<file path="src/rtl/example_driver_if.sv">
// Operand bus between the stimulus driver and the adder/subtractor block.
// The driver issues operands with per-side valids; the adder returns
// registered sum (o1) and difference (o2) one cycle later.
interface example_driver_if #(
   parameter int WIDTH = 8
);
   logic             a_valid;
   logic             b_valid;
   logic [WIDTH-1:0] a;
   logic [WIDTH-1:0] b;
   logic [WIDTH-1:0] o1;
   logic [WIDTH-1:0] o2;

   modport master (output a_valid, b_valid, a, b, input o1, o2);
   modport slave  (input a_valid, b_valid, a, b, output o1, o2);
endinterface

</file>
<file path="src/rtl/example_driver.sv">
// Self-checking stimulus driver for an adder/subtractor block.
// Issues num_pairs operand pairs (counting or LFSR pattern), optionally
// separated by idle cycles, and checks the returned sum/difference one
// cycle after each driven cycle, keeping pass/error counts and the index
// of the first mismatch.
module example_driver #(
   parameter int WIDTH = 8
) (
   input  logic              clk,
   input  logic              rst_n,
   input  logic              start,
   input  logic [7:0]        num_pairs,
   input  logic              mode,
   input  logic              gap,
   input  logic              skew,
   input  logic [15:0]       seed,
   example_driver_if.master  bus,
   output logic              busy,
   output logic              done,
   output logic [7:0]        pass_count,
   output logic [7:0]        err_count,
   output logic [7:0]        first_err
);

   typedef enum logic [2:0] {IDLE, ISSUE, GAP, DRAIN, DONE} state_t;

   state_t           state_q, state_d;
   logic [7:0]       k_q;
   logic [7:0]       np_q;
   logic             mode_q, gap_q, skew_q;
   logic [15:0]      lfsr_q;
   logic             zero_run_q;
   logic [WIDTH-1:0] op_a, op_b;
   logic             accept;
   logic             exp_vld_d;
   logic [WIDTH-1:0] exp_o1_d, exp_o2_d;
   logic             chk_vld_p1;
   logic [WIDTH-1:0] exp_o1_p1, exp_o2_p1;
   logic             mismatch;
   logic [7:0]       pass_q, err_q, first_err_q, chk_idx_q;

   // Zero-extend or truncate an 8-bit value to the operand width.
   function automatic logic [WIDTH-1:0] fit_w(input logic [7:0] v);
      logic [WIDTH+7:0] t;
      t = {{WIDTH{1'b0}}, v};
      return t[WIDTH-1:0];
   endfunction

   // One step of the right-shifting Galois LFSR.
   function automatic logic [15:0] lfsr_step(input logic [15:0] v);
      logic [15:0] r;
      r = {1'b0, v[15:1]};
      if (v[0]) r = r ^ 16'hB400;
      return r;
   endfunction

   function automatic logic [7:0] sat_inc(input logic [7:0] v);
      return (v == 8'hFF) ? v : v + 8'd1;
   endfunction

   // Check index tops out one below the "no error" marker.
   function automatic logic [7:0] sat_idx(input logic [7:0] v);
      return (v == 8'hFE) ? v : v + 8'd1;
   endfunction

   assign accept   = start && ((state_q == IDLE) || (state_q == DONE));
   assign op_a     = mode_q ? fit_w(lfsr_q[15:8]) : fit_w(k_q);
   assign op_b     = mode_q ? fit_w(lfsr_q[7:0])  : ~fit_w(k_q);
   assign mismatch = (bus.o1 != exp_o1_p1) || (bus.o2 != exp_o2_p1);

   assign busy       = (state_q == ISSUE) || (state_q == GAP) || (state_q == DRAIN);
   assign done       = (state_q == DONE) && !zero_run_q;
   assign pass_count = pass_q;
   assign err_count  = err_q;
   assign first_err  = first_err_q;

   // Next state, operand bus and the expected result for this cycle.
   always_comb begin
      state_d     = state_q;
      bus.a_valid = 1'b0;
      bus.b_valid = 1'b0;
      bus.a       = '0;
      bus.b       = '0;
      exp_vld_d   = 1'b0;
      exp_o1_d    = '0;
      exp_o2_d    = '0;
      case (state_q)
         IDLE, DONE: begin
            if (start) state_d = (num_pairs != 8'd0) ? ISSUE : DONE;
         end
         ISSUE: begin
            bus.a_valid = 1'b1;
            bus.b_valid = 1'b1;
            bus.a       = op_a;
            bus.b       = op_b;
            exp_vld_d   = 1'b1;
            exp_o1_d    = op_a + op_b;
            exp_o2_d    = op_a - op_b;
            if (gap_q)                         state_d = GAP;
            else if (k_q + 8'd1 == np_q)       state_d = DRAIN;
         end
         GAP: begin
            bus.a_valid = skew_q;
            bus.a       = op_a;
            bus.b       = op_b;
            exp_vld_d   = 1'b1;
            state_d     = (k_q == np_q) ? DRAIN : ISSUE;
         end
         DRAIN: begin
            state_d = DONE;
         end
         default: begin
            state_d = IDLE;
         end
      endcase
   end

   // Control state: FSM, pair index, pending-check flag and result counters.
   always_ff @(posedge clk or negedge rst_n) begin
      if (!rst_n) begin
         state_q     <= IDLE;
         k_q         <= 8'd0;
         zero_run_q  <= 1'b0;
         chk_vld_p1  <= 1'b0;
         pass_q      <= 8'd0;
         err_q       <= 8'd0;
         first_err_q <= 8'hFF;
         chk_idx_q   <= 8'd0;
      end else begin
         state_q    <= state_d;
         zero_run_q <= accept && (num_pairs == 8'd0);
         chk_vld_p1 <= exp_vld_d;
         if (accept) begin
            k_q         <= 8'd0;
            pass_q      <= 8'd0;
            err_q       <= 8'd0;
            first_err_q <= 8'hFF;
            chk_idx_q   <= 8'd0;
         end else begin
            if (state_q == ISSUE) k_q <= k_q + 8'd1;
            if (chk_vld_p1) begin
               chk_idx_q <= sat_idx(chk_idx_q);
               if (mismatch) begin
                  err_q <= sat_inc(err_q);
                  if (err_q == 8'd0) first_err_q <= chk_idx_q;
               end else begin
                  pass_q <= sat_inc(pass_q);
               end
            end
         end
      end
   end

   // Run configuration, LFSR and expected-result pipeline (gated by control).
   always_ff @(posedge clk) begin
      if (accept) begin
         np_q   <= num_pairs;
         mode_q <= mode;
         gap_q  <= gap;
         skew_q <= skew;
         lfsr_q <= (seed == 16'd0) ? 16'hACE1 : seed;
      end else if (state_q == ISSUE) begin
         lfsr_q <= lfsr_step(lfsr_q);
      end
      exp_o1_p1 <= exp_o1_d;
      exp_o2_p1 <= exp_o2_d;
   end

endmodule

</file>
<file path="src/flat_wrapper.sv">
// flat-port wrapper written by rule: the top's interface ports become plain ports
module example_driver_flat 
#(
   parameter int WIDTH = 8
)
  (clk, rst_n, start, num_pairs, mode, gap, skew, seed, busy, done, pass_count, err_count, first_err, bus_a_valid, bus_b_valid, bus_a, bus_b, bus_o1, bus_o2);
  example_driver_if #(.WIDTH(WIDTH)) bus_i ();
  input  logic clk;
  input  logic rst_n;
  input  logic start;
  input  logic [7:0] num_pairs;
  input  logic mode;
  input  logic gap;
  input  logic skew;
  input  logic [15:0] seed;
  output logic busy;
  output logic done;
  output logic [7:0] pass_count;
  output logic [7:0] err_count;
  output logic [7:0] first_err;
  output wire logic [$bits(bus_i.a_valid)-1:0] bus_a_valid;
  output wire logic [$bits(bus_i.b_valid)-1:0] bus_b_valid;
  output wire logic [$bits(bus_i.a)-1:0] bus_a;
  output wire logic [$bits(bus_i.b)-1:0] bus_b;
  input wire logic [$bits(bus_i.o1)-1:0] bus_o1;
  input wire logic [$bits(bus_i.o2)-1:0] bus_o2;
  assign bus_a_valid = bus_i.a_valid;
  assign bus_b_valid = bus_i.b_valid;
  assign bus_a = bus_i.a;
  assign bus_b = bus_i.b;
  assign bus_i.o1 = bus_o1;
  assign bus_i.o2 = bus_o2;
  example_driver #(.WIDTH(WIDTH)) u_core (.clk(clk), .rst_n(rst_n), .start(start), .num_pairs(num_pairs), .mode(mode), .gap(gap), .skew(skew), .seed(seed), .bus(bus_i), .busy(busy), .done(done), .pass_count(pass_count), .err_count(err_count), .first_err(first_err));
endmodule
</file>
<file path="config.mk">
export PLATFORM = sky130hd
export DESIGN_NAME = example_driver_flat
export DESIGN_NICKNAME = d
export VERILOG_FILES = /design/src/rtl/example_driver_if.sv /design/src/rtl/example_driver.sv /design/src/flat_wrapper.sv
export SDC_FILE = /design/constraint.sdc
export NUM_CORES = 1
export LEC_CHECK = 0
export ABC_AREA = 1
export BUFFER_PORTS_ARGS = -buffer_cell sky130_fd_sc_hd__buf_2
export CORE_MARGIN = 3
export CORE_UTILIZATION = 35
export CTS_CLUSTER_SIZE = 25
export DETAILED_ROUTE_END_ITERATION = 8
export SLEW_MARGIN = 20
export SYNTH_ARGS = -nofsm -noshare
export SYNTH_HDL_FRONTEND = slang
export SYNTH_SLANG_ARGS = --single-unit
</file>
<file path="constraint.sdc">
create_clock -name clk -period 5.76 [get_ports clk]
set_clock_uncertainty 0.2 [all_clocks]
set_input_delay 0.288 -clock clk [delete_from_list [all_inputs] [get_ports clk]]
set_output_delay 0.288 -clock clk [all_outputs]
set_load 0.1 [all_outputs]
</file>
* Yosys cells after proc, flatten, opt, wreduce, memory -nomap -nowiden
Index checks and enable logic that the tools add are counted.
** Word-level totals
- Input port bits :: 46
- Flip-flop bits (word level) :: 88
** Cells by class
- Reduce and logical (&&, ||, !) cells :: 24
- Equal/unequal tests :: 17
- Bitwise operators :: 2
- $add $sub $neg :: 6
- Mux-type cells :: 34
** Operator list (number)
- $mux W8 :: 21
- $mux W16 :: 4
- $add A8 B1 Y8 const B :: 4
- $eq A8 B8 Y1 const B :: 3
- $eq A8 B8 Y1 :: 2
- $logic_not A16 Y1 :: 1
- $logic_not A8 Y1 :: 2
- $ne A8 B8 Y1 :: 2
- $mux W3 :: 4
- $pmux W3 S4 :: 1
- $reduce_and A3 Y1 :: 3
- $add A8 B8 Y8 :: 1
- $ne A2 B1 Y1 const B :: 4
- $not A8 Y8 :: 1
- $reduce_bool A2 Y1 :: 4
- $reduce_bool A8 Y1 :: 1
- $sub A8 B8 Y8 :: 1
- $eq A3 B2 Y1 const B :: 2
- $logic_or A1 B1 Y1 :: 4
- $not A3 Y4 :: 1
- $reduce_and A2 Y1 :: 2
- $reduce_or A2 Y1 :: 2
- $eq A3 B1 Y1 const B :: 1
- $eq A3 B3 Y1 const B :: 1
- other kinds (8) :: 11

* Depth between registers and ports, before layout
- Depth in word-level cells :: 5
- Gate-level depth with buffers :: 16
- Depth with buffers taken out :: 16

* Worst setup path before layout
OpenSTA, ideal clock, no wires.
- Kind :: flip-flop to output port
- Start :: reg u_core.state_q[1]
- End :: out done
- Stages on the path, launching flop included :: 4
- Arrival time :: 2675 ps
- Data required time :: 5272 ps
- Path slack :: 2597 ps
- Path buffers :: 0
- Cell sequence :: dfrtp_1 nor2_2 inv_2 nor3_1
** On the way
- Word-level cells in the longest chain between the ends :: 2
** RTL lines
- start, declared :: RTL line example_driver.sv:27 : state_t state_q, state_d;
- start signal, assigned :: RTL line example_driver.sv:130 : state_q <= state_d;
- $eq A3 B3 Y1 :: RTL line example_driver.sv:72 : assign done = (state_q == DONE) && !zero_run_q;
- $logic_and A1 B1 Y1 :: RTL line example_driver.sv:72
- end, declared :: RTL line flat_wrapper.sv:17 : output logic done;
Every way passes these cells.

* Worst setup path after layout
- Start :: reg u_core.mode_q
- End :: reg u_core.exp_o2_p1[6]
** On the way
- Word-level cells in the longest chain between the ends :: 2
- Elaborated cells on any way between the ends :: 3
- Those cells by class :: add/sub: 1; mux: 2
** RTL lines
- start, declared :: RTL line example_driver.sv:30 : logic mode_q, gap_q, skew_q;
- start signal, assigned :: RTL line example_driver.sv:158 : mode_q <= mode;
- $mux W8, on equally long branches :: RTL line example_driver.sv:67, example_driver.sv:68
- $sub A8 B8 Y8 (*) :: RTL line example_driver.sv:98 : exp_o2_d = op_a - op_b;
- end signal, assigned :: RTL line example_driver.sv:166 : exp_o2_p1 <= exp_o2_d;
- end, declared :: RTL line example_driver.sv:38 : logic [WIDTH-1:0] exp_o1_p1, exp_o2_p1;
Every way passes the cells marked *; elsewhere a longest branch is shown, timed or not.
A chain may end at the register's enable or synchronous reset.

==> summary.md <==
| Metric | Value |
|---|---|
| Outcome | `complete, no violations` |
| Commonest non-fill, non-tap cell in the layout | `nand2_1` |
| PortBufs | `89` |
| Reg clk slew, reported paths | `approximately 0.070 ns` |
| Routed len/inst | `13.6 um` |
| Critical path class | `reg2reg` |
| Routed Antenna Nets | `0` |
| First-pass GRT wire length | `21700 um` |
| Core Rows | `44` |
| CTS tree | `built` |
| Top post-synthesis cells by area | `dfrtp_1 18%, edfxtp_1 15%, nand2_1 13%, nor2_1 6.2%, inv_1 5.8%` |
| Post-route cell area | `0.00627 mm2` |
| Most frequent cells in the layout | `182 x nand2_1, 89 x buf_2, 87 x nor2_1, 81 x inv_1, 40 x nand3_1` |
| Placed instance area | `0.00586 mm2` |
| Seq. cell area | `0.00225 mm2` |
| Util after Layout | `0.428` |
| Antenna violations before repair | `0` |
| Worst Reg-to-Reg Cells | `14` |
| Post-Syn Nets | `756` |
| Pre-CTS setup slack | `2.62 ns` |
| Fillers | `1533` |
| Post-CTS Setup Bufs | `0` |
| Setup violators final | `0` |
| DR DRC count | `0` |
| Period utilization | `0.555` |
| Die ar. | `0.0165 mm2` |
| Layout cells sized above 1 | `0.169` |
| Vias | `4634` |
| Average cell area after synthesis | `7.67 um2` |
| Largest net degree at the start of global routing | `51` |
| H-Tree Depth | `3` |
| Worst hold stages | `3` |
| CP endpoint kind | `flip-flop` |
| Worst setup SP type | `flip-flop` |
| Final hold violation count | `0` |
| Gpl congestion | `0.858` |
| IO Count | `90` |
| Flops & latches, synth | `87` |
| DRT iter0 DRCs | `294` |
| N_diodes | `0` |
| Worst-case clock buffer depth | `2` |
| Initial core utilization | `0.359` |
| Slew HR | `0.412` |
| Final min period | `3.20 ns` |
| Fmax | `0.313 GHz` |
| Core area | `about 0.015 mm2` |
| Die W | `129 um` |
| Tightest Pin Transition | `between 0.8 and 0.9 ns` |
| Die Ht | `129 um` |
| Total CTS buffers | `9` |
| Worst-Skew Late Latency | `~0.35 ns` |
| Multi-input gate area | `~0.0026 mm2` |
| Area leader, netlist | `dfrtp_1` |
| Post-Syn Area | `0.00526 mm2` |
| Max FO, Critical Path | `17` |
| Library cells used by synthesis | `39` |
| Routed WL | `13200 um` |
| CTS sink cnt | `between 80 and 90` |
| Mapped Cells | `686` |
| Overflow left after global routing | `0` |
| Max Slew Vio Count | `0` |
| Fin nets | `854` |
| Unrepaired setup endpoints after global routing | `no` |
| Drt pass-1 iters | `4` |
| Clk root buf | `clkbuf_16` |
| Vias in the first global route | `4263` |
| CP arrival | `between 3 and 4 ns` |
| Post-DP HPWL | `around 9800 um` |
| Setup TNS | `0 ns` |
| Sequential element share of the synthesized area | `0.427` |
| Maxcap violations | `0` |
| WP data required | `5.84 ns` |
| GRT Total Usage | `0.165` |
| Fin worst setup slack | `2.56 ns` |
| Synth top area share | `0.176` |
| Area Overhead vs Synth | `19.2%` |
| Hold WC Path Type | `in2reg` |
| Synth warn | `0` |
| Via/cell ratio | `4.77` |
routing by layer:
| layer | vias up | part of all wire | global-route usage |
|---|---|---|---|
| met5 | - | 0 | 0 |
| met4 | 0 | 0.013 | 0.0500 |
| met3 | 11 | 0.058 | 0.0257 |
| met2 | 122 | 0.43 | 0.250 |
| met1 | 2111 | 0.50 | 0.243 |
| li1 | 2390 | - | - |
synthesized netlist by cell type (all sizes together):
cell type and instances:
dfstp 8, inv 89, nor3 8, nand3 40, dfxtp 15, nor4 5, xor2 34, o21a 2
buf 9, o21ai 40, dfrtp 37, edfxtp 27, clkbuf 7, fa 2, nand2 190, or2 1
ha 22, nand4 8, nor3b 1, a221oi 2, o22ai 5, a31oi 4, a22oi 5, xnor2 7
a21oi 28, o31ai 1, nor2 89
repair_timing:
action                                 4_1_cts  5_1_grt
gates resized for setup                      0        0
hold buffers                                12        0
endpoints found under the hold margin       48        0
layout make-up:
class	count	area share
multi-input cells	494	0.413
flip-flops and latches	87	0.358
repair buffers	103	0.0926
inverters	89	0.0533
well taps	184	0.0367
clock buffers	10	0.0365
clock inverters	5	0.00918
stage by stage:
step / hold WS, ns / std cells
2_1_floorplan: -0.208 / 686
3_3_place_gp: 0.235 / 945
3_5_place_dp: 0.227 / 945
4_1_cts: 0.0292 / 972
5_1_grt: 0.0597 / 972
6_report: 0.0435 / 972
final timing paths:
path | startpoint | to | slack [ns]
worst max register to register | u_core.mode_q$_DFFE_PP_ | u_core.exp_o2_p1[6]$_SDFF_PN0_ | 2.56
worst max-delay path | u_core.mode_q$_DFFE_PP_ | u_core.exp_o2_p1[6]$_SDFF_PN0_ | 2.56
max in group asynchronous | rst_n | u_core.k_q[2]$_DFFE_PN0P_ | 4.56
min in group asynchronous | rst_n | u_core.err_count[5]$_DFFE_PN0P_ | 0.38
worst min-delay path | seed[3] | u_core.lfsr_q[3]$_DFFE_PP_ | 0.04
worst min register to register | u_core.pass_count[4]$_DFFE_PN0P_ | u_core.pass_count[4]$_DFFE_PN0P_ | 0.34
flip-flops by register name, summed over array words and instances, names as in the netlist, 3 cells and up:
register and flops:
u_core.pass_count 8, u_core.lfsr_q 16, u_core.k_q 8, u_core.err_count 8, u_core.exp_o1_p1 7, u_core.state_q 3
u_core.exp_o2_p1 8, u_core.np_q 8, u_core.first_err 8, u_core.chk_idx_q 8
worst max-delay path: stages (launching register included):
cell and delay (ns):
edfxtp_1 0.63, inv_1 0.22, o21ai_0 0.41, inv_1 0.13, ha_1 0.23, fa_1 0.36, inv_1 0.09, a21oi_1 0.07
o21ai_0 0.33, nand2_1 0.12, nand2_1 0.08, a21oi_1 0.06, nand2_1 0.06, nand2_1 0.04, nor2_1 0.11
cells by family after synthesis:
kind of cell | synth area share
flops | 0.427
fa+ha+maj | 0.0599
xor+xnor | 0.0682
buf+inv | 0.0804
simple gates | 0.274
compound gates | 0.0901
Power is not shown: default switching activity piles up to over one toggle a cycle in this logic, so the estimate is an artifact.
